<file path="config.mk">
export PLATFORM = sky130hd
export DESIGN_NAME = stream_accum_top_flat
export DESIGN_NICKNAME = d
export VERILOG_FILES = /design/src/rtl/stream_accum_if.sv /design/src/rtl/stream_accum_top.sv /design/src/flat_wrapper.sv
export SDC_FILE = /design/constraint.sdc
export NUM_CORES = 1
export LEC_CHECK = 0
export ABC_AREA = 1
export BUFFER_PORTS_ARGS = -buffer_cell sky130_fd_sc_hd__buf_2
export CORE_MARGIN = 4
export CORE_UTILIZATION = 42
export DETAILED_ROUTE_END_ITERATION = 7
export MAX_ROUTING_LAYER = met4
export PLACE_DENSITY = 0.66
export REMOVE_ABC_BUFFERS = 1
export SYNTH_ARGS = -nofsm -noshare
export SYNTH_HDL_FRONTEND = slang
export SYNTH_SLANG_ARGS = --single-unit
export TNS_END_PERCENT = 1
</file>
<file path="constraint.sdc">
create_clock -name aclk -period 3.8 [get_ports aclk]
set_clock_uncertainty 0.1 [all_clocks]
set_input_delay 0.76 -clock aclk [delete_from_list [all_inputs] [get_ports aclk]]
set_output_delay 0.76 -clock aclk [all_outputs]
set_load 0.01 [all_outputs]
</file>
<file path="src/rtl/stream_accum_if.sv">
// Stream port bundle for stream_accum_top: one AXI-Stream input and one
// AXI-Stream output.
//
// Handshake: a word moves on a rising edge where TVALID and TREADY are both
// high. A source that raised TVALID keeps TVALID and TDATA stable until that
// transfer happens. A sink may change TREADY at any time.
interface stream_accum_if #(
  parameter int DATA_W = 32
);
  logic              input_V_V_TVALID;
  logic              input_V_V_TREADY;
  logic [DATA_W-1:0] input_V_V_TDATA;
  logic              output_V_V_TVALID;
  logic              output_V_V_TREADY;
  logic [DATA_W-1:0] output_V_V_TDATA;

  // Accumulator side: consumes the input stream and sources the output stream
  modport slave (
    input  input_V_V_TVALID,
    input  input_V_V_TDATA,
    output input_V_V_TREADY,
    output output_V_V_TVALID,
    output output_V_V_TDATA,
    input  output_V_V_TREADY
  );

  // Environment side: sources the input stream and consumes the output stream
  modport master (
    output input_V_V_TVALID,
    output input_V_V_TDATA,
    input  input_V_V_TREADY,
    input  output_V_V_TVALID,
    input  output_V_V_TDATA,
    output output_V_V_TREADY
  );
endinterface

</file>
<file path="src/rtl/stream_accum_top.sv">
// Streaming accumulator: pass-through, running sum or per-frame sum of the
// input words, with results queued in a DEPTH-entry output FIFO.
// The mode is sampled at the first word of each frame. Input ready is
// registered, so there is no combinational path from output to input.
module stream_accum_top #(
  parameter int DATA_W    = 32,
  parameter int FRAME_LEN = 4,
  parameter int DEPTH     = 4
) (
  input  logic            aclk,
  input  logic            aresetn,
  input  logic [1:0]      mode,
  stream_accum_if.slave   axis,
  output logic [15:0]     frame_count
);

  localparam int IDX_W = (FRAME_LEN > 1) ? $clog2(FRAME_LEN) : 1;
  localparam int PTR_W = $clog2(DEPTH);
  localparam int CNT_W = PTR_W + 1;
  localparam logic [IDX_W-1:0] IDX_LAST = IDX_W'(FRAME_LEN - 1);
  localparam logic [CNT_W-1:0] CNT_FULL = CNT_W'(DEPTH);

  typedef enum logic [1:0] {
    MODE_PASS  = 2'd0,
    MODE_RUN   = 2'd1,
    MODE_FRAME = 2'd2,
    MODE_PASS3 = 2'd3
  } mode_e;

  logic [DATA_W-1:0] acc_q, acc_d;
  logic [IDX_W-1:0]  idx_q, idx_d;
  mode_e             cur_mode_q, cur_mode_d;
  logic [PTR_W-1:0]  wr_ptr_q, wr_ptr_d;
  logic [PTR_W-1:0]  rd_ptr_q, rd_ptr_d;
  logic [CNT_W-1:0]  count_q, count_d;
  logic [15:0]       frame_count_q, frame_count_d;
  logic              in_ready_q, in_ready_d;
  logic [DATA_W-1:0] mem_q [DEPTH];

  logic              accept;
  logic              pop;
  logic              push;
  logic              last;
  mode_e             eff_mode;
  logic [DATA_W-1:0] sum;
  logic [DATA_W-1:0] push_data;

  // Accept/process one word, advance frame position and FIFO bookkeeping
  always_comb begin
    accept        = axis.input_V_V_TVALID && in_ready_q;
    pop           = (count_q != '0) && axis.output_V_V_TREADY;
    eff_mode      = (idx_q == '0) ? mode_e'(mode) : cur_mode_q;
    last          = (idx_q == IDX_LAST);
    sum           = acc_q + axis.input_V_V_TDATA;
    acc_d         = acc_q;
    idx_d         = idx_q;
    cur_mode_d    = cur_mode_q;
    frame_count_d = frame_count_q;
    push          = 1'b0;
    push_data     = axis.input_V_V_TDATA;
    if (accept) begin
      cur_mode_d = eff_mode;
      case (eff_mode)
        MODE_RUN: begin
          push      = 1'b1;
          push_data = sum;
          acc_d     = last ? '0 : sum;
        end
        MODE_FRAME: begin
          push      = last;
          push_data = sum;
          acc_d     = last ? '0 : sum;
        end
        default: begin
          push      = 1'b1;
          push_data = axis.input_V_V_TDATA;
        end
      endcase
      if (last) begin
        idx_d         = '0;
        frame_count_d = frame_count_q + 16'd1;
      end else begin
        idx_d = idx_q + IDX_W'(1);
      end
    end
    wr_ptr_d   = push ? wr_ptr_q + PTR_W'(1) : wr_ptr_q;
    rd_ptr_d   = pop  ? rd_ptr_q + PTR_W'(1) : rd_ptr_q;
    count_d    = count_q + {{PTR_W{1'b0}}, push} - {{PTR_W{1'b0}}, pop};
    in_ready_d = (count_d < CNT_FULL);
  end

  // Control state register, cleared asynchronously
  always_ff @(posedge aclk or negedge aresetn) begin
    if (!aresetn) begin
      acc_q         <= '0;
      idx_q         <= '0;
      cur_mode_q    <= MODE_PASS;
      wr_ptr_q      <= '0;
      rd_ptr_q      <= '0;
      count_q       <= '0;
      frame_count_q <= '0;
      in_ready_q    <= 1'b0;
    end else begin
      acc_q         <= acc_d;
      idx_q         <= idx_d;
      cur_mode_q    <= cur_mode_d;
      wr_ptr_q      <= wr_ptr_d;
      rd_ptr_q      <= rd_ptr_d;
      count_q       <= count_d;
      frame_count_q <= frame_count_d;
      in_ready_q    <= in_ready_d;
    end
  end

  // FIFO storage write; contents survive reset, only pointers are cleared
  always_ff @(posedge aclk) begin
    if (push) begin
      mem_q[wr_ptr_q] <= push_data;
    end
  end

  assign axis.input_V_V_TREADY  = in_ready_q;
  assign axis.output_V_V_TVALID = (count_q != '0);
  assign axis.output_V_V_TDATA  = mem_q[rd_ptr_q];
  assign frame_count            = frame_count_q;

endmodule
</file>
<file path="src/flat_wrapper.sv">
// flat-port wrapper written by rule: the top's interface ports become plain ports
module stream_accum_top_flat 
#(
  parameter int DATA_W    = 32,
  parameter int FRAME_LEN = 4,
  parameter int DEPTH     = 4
)
  (aclk, aresetn, mode, frame_count, axis_input_V_V_TVALID, axis_input_V_V_TDATA, axis_input_V_V_TREADY, axis_output_V_V_TVALID, axis_output_V_V_TDATA, axis_output_V_V_TREADY);
  stream_accum_if #(.DATA_W(DATA_W)) axis_i ();
  input  logic aclk;
  input  logic aresetn;
  input  logic [1:0] mode;
  output logic [15:0] frame_count;
  input wire logic [$bits(axis_i.input_V_V_TVALID)-1:0] axis_input_V_V_TVALID;
  input wire logic [$bits(axis_i.input_V_V_TDATA)-1:0] axis_input_V_V_TDATA;
  output wire logic [$bits(axis_i.input_V_V_TREADY)-1:0] axis_input_V_V_TREADY;
  output wire logic [$bits(axis_i.output_V_V_TVALID)-1:0] axis_output_V_V_TVALID;
  output wire logic [$bits(axis_i.output_V_V_TDATA)-1:0] axis_output_V_V_TDATA;
  input wire logic [$bits(axis_i.output_V_V_TREADY)-1:0] axis_output_V_V_TREADY;
  assign axis_i.input_V_V_TVALID = axis_input_V_V_TVALID;
  assign axis_i.input_V_V_TDATA = axis_input_V_V_TDATA;
  assign axis_input_V_V_TREADY = axis_i.input_V_V_TREADY;
  assign axis_output_V_V_TVALID = axis_i.output_V_V_TVALID;
  assign axis_output_V_V_TDATA = axis_i.output_V_V_TDATA;
  assign axis_i.output_V_V_TREADY = axis_output_V_V_TREADY;
  stream_accum_top #(.DATA_W(DATA_W), .FRAME_LEN(FRAME_LEN), .DEPTH(DEPTH)) u_core (.aclk(aclk), .aresetn(aresetn), .mode(mode), .axis(axis_i), .frame_count(frame_count));
endmodule
</file>
=== Yosys cells after proc, flatten, opt, wreduce, memory -nomap -nowiden ===
Memories as Yosys holds them, arrays and structs flattened.
Cells that the tools add are included.
W data, S select, Z words.

* Add/subtract/negate cells: 7
* Multiply operators: 0
* Div/mod/pow operators: 0
* Order comparisons: 1
* Eq/ne operators: 3
* Shifts and indexed selects: 0
* Multiplexer cells: 9
* Bitwise logic cells: 0
* Reductions and logical operators: 7

{| class="wikitable"
|+ Operators by type and width
! operator !! number
|-
| $mux W32 || 3
|-
| $add A32 B32 Y32 || 1
|-
| $add A16 B1 Y16 const B || 1
|-
| $add A2 B1 Y2 const B || 3
|-
| $eq A2 B2 Y1 const B || 2
|-
| $mux W1 || 4
|-
| $mux W2 || 2
|-
| $reduce_and A2 Y1 || 2
|-
| $add A3 B1 Y3 || 1
|-
| $lt A3 B3 Y1 const B || 1
|-
| $reduce_bool A3 Y1 || 1
|-
| $sub A3 B1 Y3 || 1
|-
| $eq A2 B1 Y1 const B || 1
|-
| $logic_and A1 B1 Y1 || 2
|-
| $logic_not A2 Y1 || 1
|-
| $reduce_or A2 Y1 || 1
|}

* Register bits: 60
* Bits in latches: 0
* RAM bits: 128
* ROM bits: 0
* Bits of input ports: 38
* Output and inout port bits: 50
* Word-level logic and storage cells: 36
* Memories kept: 1

{| class="wikitable"
|+ Memory list
! name !! words !! width !! rd ports !! clocked after Yosys merged registers in !! wr ports !! line !! RTL
|-
| u_core.mem_q || 4 || 32 || 1 || 0 || 1 || stream_accum_top.sv:38 || <nowiki>logic [DATA_W-1:0] mem_q [DEPTH];</nowiki>
|}

=== Longest topological paths before layout ===
* Depth after elaboration: 8
* Mapped depth: 13
* Depth with buffers taken out: 13

=== Worst setup path before layout ===
No wires, ideal clock.

* Path kind: in2reg
* Start point: input mode[1]
* End point: memory u_core.mem_q[0][0], enable pin
* Setup time: 421 ps
* Arrival time: 2,885 ps
* Data required time: 3,279 ps
* Slack: 394 ps
* Stages: 6
* Path buffers: 0
* Cell sequence: nand2_1 > o21ai_0 > ha_1 > a21oi_1 > inv_1 > nor2_1

* Word-level cells in the longest chain between the ends: 6

{| class="wikitable"
|+ RTL lines
! element !! line !! RTL
|-
| start: declaration || flat_wrapper.sv:12 || <nowiki>input logic [1:0] mode;</nowiki>
|-
| $mux W2 || stream_accum_top.sv:52 || <nowiki>eff_mode = (idx_q == '0) ? mode_e'(mode) : cur_mode_q;</nowiki>
|-
| net u_core.eff_mode[1] || stream_accum_top.sv:44 || <nowiki>mode_e eff_mode;</nowiki>
|-
| $eq A2 B2 Y1 || stream_accum_top.sv:63 || <nowiki>case (eff_mode)</nowiki>
|-
| $mux W1 || stream_accum_top.sv:63 ||
|-
| $mux W1 || stream_accum_top.sv:61 || <nowiki>if (accept) begin</nowiki>
|-
| net u_core.push || stream_accum_top.sv:42 || <nowiki>logic push;</nowiki>
|-
| $mux W1 || stream_accum_top.sv:117 || <nowiki>if (push) begin</nowiki>
|-
| $mux W1 (implied by the code) || stream_accum_top.sv:118 || <nowiki>mem_q[wr_ptr_q] <= push_data;</nowiki>
|-
| end: declaration || stream_accum_top.sv:38 ||
|}

The timed path passes the listed nets, and every way through them passes these cells.

=== Final worst setup path ===
* Start point: register u_core.rd_ptr_q[0]
* End point: output axis_output_V_V_TDATA[8]

* Word-level cells in the longest chain between the ends: 1

{| class="wikitable"
|+ RTL lines
! element !! line !! RTL
|-
| start: declaration || stream_accum_top.sv:34 || <nowiki>logic [PTR_W-1:0] rd_ptr_q, rd_ptr_d;</nowiki>
|-
| start signal: assignment || stream_accum_top.sv:108 || <nowiki>rd_ptr_q <= rd_ptr_d;</nowiki>
|-
| $mem_v2 Z4 W32 || -- ||
|-
| end: declaration || flat_wrapper.sv:18 || <nowiki>output wire logic [$bits(axis_i.output_V_V_TDATA)-1:0] axis_output_V_V_TDATA;</nowiki>
|}

Every way passes these cells.

==> key figures <==
Drt
  • Initial DRC Count: 512
  • Vias: 7732
  • Initial DRT Pass Iterations: 4
  • Drt total wl: about 24 mm
  • Routed len/inst: around 15 um
  • Via/cell ratio: 4.88
  • Post-route ant nets: 0
  • Drc violations: 0

Placement
  • Routability cong.: 0.947
  • # port buffers: 87
  • HPWL Detailed: 16.6 mm
  • Placed cells: approximately 1600

Floorplan
  • Starting Density: 42.7%
  • Die W: approximately 160 um
  • Die height: 162 um
  • Core Rows: 56
  • Number of I/O pins: 88
  • Die ar.: 26300 um2
  • Core Footprint: between 20000 and 25000 um2

GRT
  • Global route overflow: 0
  • Initial antenna violation count: 1
  • Pin count of the biggest net entering global routing: 67
  • Met2 usage: a little under a third
  • Busiest grt layer: met2
  • First-pass GRT wire length: approximately 38 mm
  • Vias in the first global route: 7479
  • GRT Total Usage: 19.2%
  • Met1 Usage GRT: 24.4%
  • GR met3 Demand/Resource: 3.15%

Yosys
  • Number of synthesized flops with an enable pin: 128
  • Synthesized area: roughly 10000 um2
  • Asr flop ratio synth: 31.9%
  • Post-synth cell types: 37
  • #FFs+latches synth: between 150 and 200
  • Top FF cell, synth: edfxtp_1
  • Syn avg cell area: 8.60 um2
  • Seq/Total Area, Yosys: 53.5%
  • YS warnings: 0
  • Cells after Synth: 1161

Clocking
  • CTS tree: done
  • Clk pin slew, worst setup/hold paths: 0.08 ns
  • Resize count post-CTS: 0
  • H-Tree Depth: 4
  • Max Root-Sink Buffers: 2
  • CTS Hold Bufs: 0
  • Setup bufs post-CTS: 0
  • Clk sinks: between 150 and 200
  • CTS buffer count: 17
  • Cell chosen for the clock root: clkbuf_16
  • Latest clock arrival within the worst-skew pair: 0.44 ns

Layout
  • Most frequent cells in the layout: nand2_1, inv_1, edfxtp_1
  • Final cell count without fillers: approximately 1600
  • Layout cells sized above 1: 12.9%
  • Most common cell after layout, fill and taps aside: nand2_1
  • Area grow syn2layout: 14.9%
  • Nets: ~1300

Critical path
  • FF-to-FF setup slack: approximately 1.1 ns
  • Slowest Stage Delay on Critical Path: 0.58 ns
  • Critical Path End Type: output pin
  • CP Launch Type: register
  • Data arrival time of the worst path: 2.31 ns
  • Slowest CP cell: clkinv_1
  • Cells along the critical path: clkinv_1 -> buf_4 -> o21ai_0 -> o22ai_1 -> buf_2
  • Setup CP Type: register to output pin
  • Worst-path fanout max: 22
  • Worst endpoint required time: 2.94 ns

Timing
  • Final min period: 3.17 ns
  • Slew @ Worst Pin: 0.738 ns
  • Max Clock Freq: 0.316 GHz
  • Final hold viol count: 0
  • Slew Limit Fails: 0
  • Final setup fails: 0
  • RSZ-0062 raised after global routing: no
  • Final period utilization: 83.3%
  • Setup TNS: 0 ns
  • Relative slew slack: 50.5%

Pwr
  • PD cells: 785 nW/um2
  • Max IR drop VDD: roughly 0.38 mV
  • Leakage power total: 5.42 nW

Flow run
  • Maxcap violations: 0

Worst hold path
  • Hold Path Class: input pin to async pin

Outcome
  • Status: complete, no violations
==> cells in the mapped netlist (10+ instances only) <==
| master | instances | share of area [%] |
|---|---|---|
| xor2_1 | 15 | 1.3 |
| ha_1 | 41 | 5.1 |
| o22ai_1 | 32 | 2.0 |
| nand4_1 | 10 | 0.63 |
| nor2_1 | 110 | 4.1 |
| edfxtp_1 | 128 | 38 |
| o21ai_0 | 79 | 4.0 |
| nand3_1 | 46 | 2.3 |
| inv_1 | 135 | 5.1 |
| nand2_1 | 362 | 14 |
| a21oi_1 | 29 | 1.5 |
| clkbuf_1 | 26 | 0.98 |
| dfrtp_1 | 60 | 15 |
| o21ai_1 | 24 | 1.2 |
==> cells by family after synthesis <==
family	synth area share [%]
buffers and inverters	6.64
adder cells (fa/ha/maj)	5.54
multiplexers	0.213
AND/OR/NAND/NOR	23.2
XOR/XNOR	1.93
AO/OA/AOI/OAI	8.92
flip-flops	53.5
==> metal layers <==
layer	vias to the layer above	routed length [um]
met2	167	11200
met5	-	0
met1	3545	10800
li1	3979	-
met3	41	1100
met4	0	654
==> where the power goes <==
group	leakage (nW)	total, W	switching, W	internal, W
sequential	1.90	0.00302	0.000191	0.00283
clock	0.311	0.00188	0.000851	0.00103
combinational	3.21	0.00411	0.00278	0.00133
==> sequential cells by signal (all words and copies together) (netlist names) <==
register and count:
u_core.mem_q 128, u_core.acc_q 32, u_core.frame_count 16, u_core.count_q 3, u_core.cur_mode_q 2, u_core.idx_q 2, u_core.rd_ptr_q 2, u_core.wr_ptr_q 2
u_core.axis.input_V_V_TREADY 1
==> critical path: cells and delay by family (launching register included) <==
kind | cells | cell delay, ns
DFF | 1 | 0.36
buffers and inverters | 3 | 1.19
AOI/OAI and AO/OA | 2 | 0.30
==> final timing paths <==
kind                               startpoint                        to  depth (start not counted)
min in group aclk            u_core.acc_q[30]          u_core.acc_q[30]                          2
min reg2reg                  u_core.acc_q[30]          u_core.acc_q[30]                          2
min                                   aresetn          u_core.acc_q[29]                          1
max                        u_core.rd_ptr_q[0]  axis_output_V_V_TDATA[8]                          5
max reg2reg                   u_core.idx_q[1]        u_core.mem_q[1][4]                          7
max in group asynchronous             aresetn     u_core.frame_count[5]                          2
==> layout make-up <==
cell class | count | area, um2
Tap cell | 319 | 399
Fill cell | 2280 | 11900
Sequential cell | 188 | 5350
Clock buffer | 18 | 439
Clock inverter | 14 | 198
Multi-Input combinational cell | 797 | 4000
Timing Repair Buffer | 103 | 556
Antenna cell | 1 | 2.50
Inverter | 143 | 537
==> stage by stage <==
step | cell area (um2) | hold WS [ns] | power, W | utilization (%) | setup slack [ns]
6_report | 11500 | 0.166 | 0.00901 | 49.0 | 0.633
5_1_grt | 11500 | 0.192 | 0.00977 | 49.0 | 0.453
4_1_cts | 11500 | 0.167 | 0.00909 | 49.0 | 0.606
3_5_place_dp | 10800 | 0.372 | 0.00720 | 46.3 | 0.853
3_3_place_gp | 10800 | 0.371 | 0.00710 | 46.3 | 0.878
2_1_floorplan | 9860 | 0.352 | 0.00581 | - | -0.0225
No activity file was read; power rests on OpenSTA's default activity.
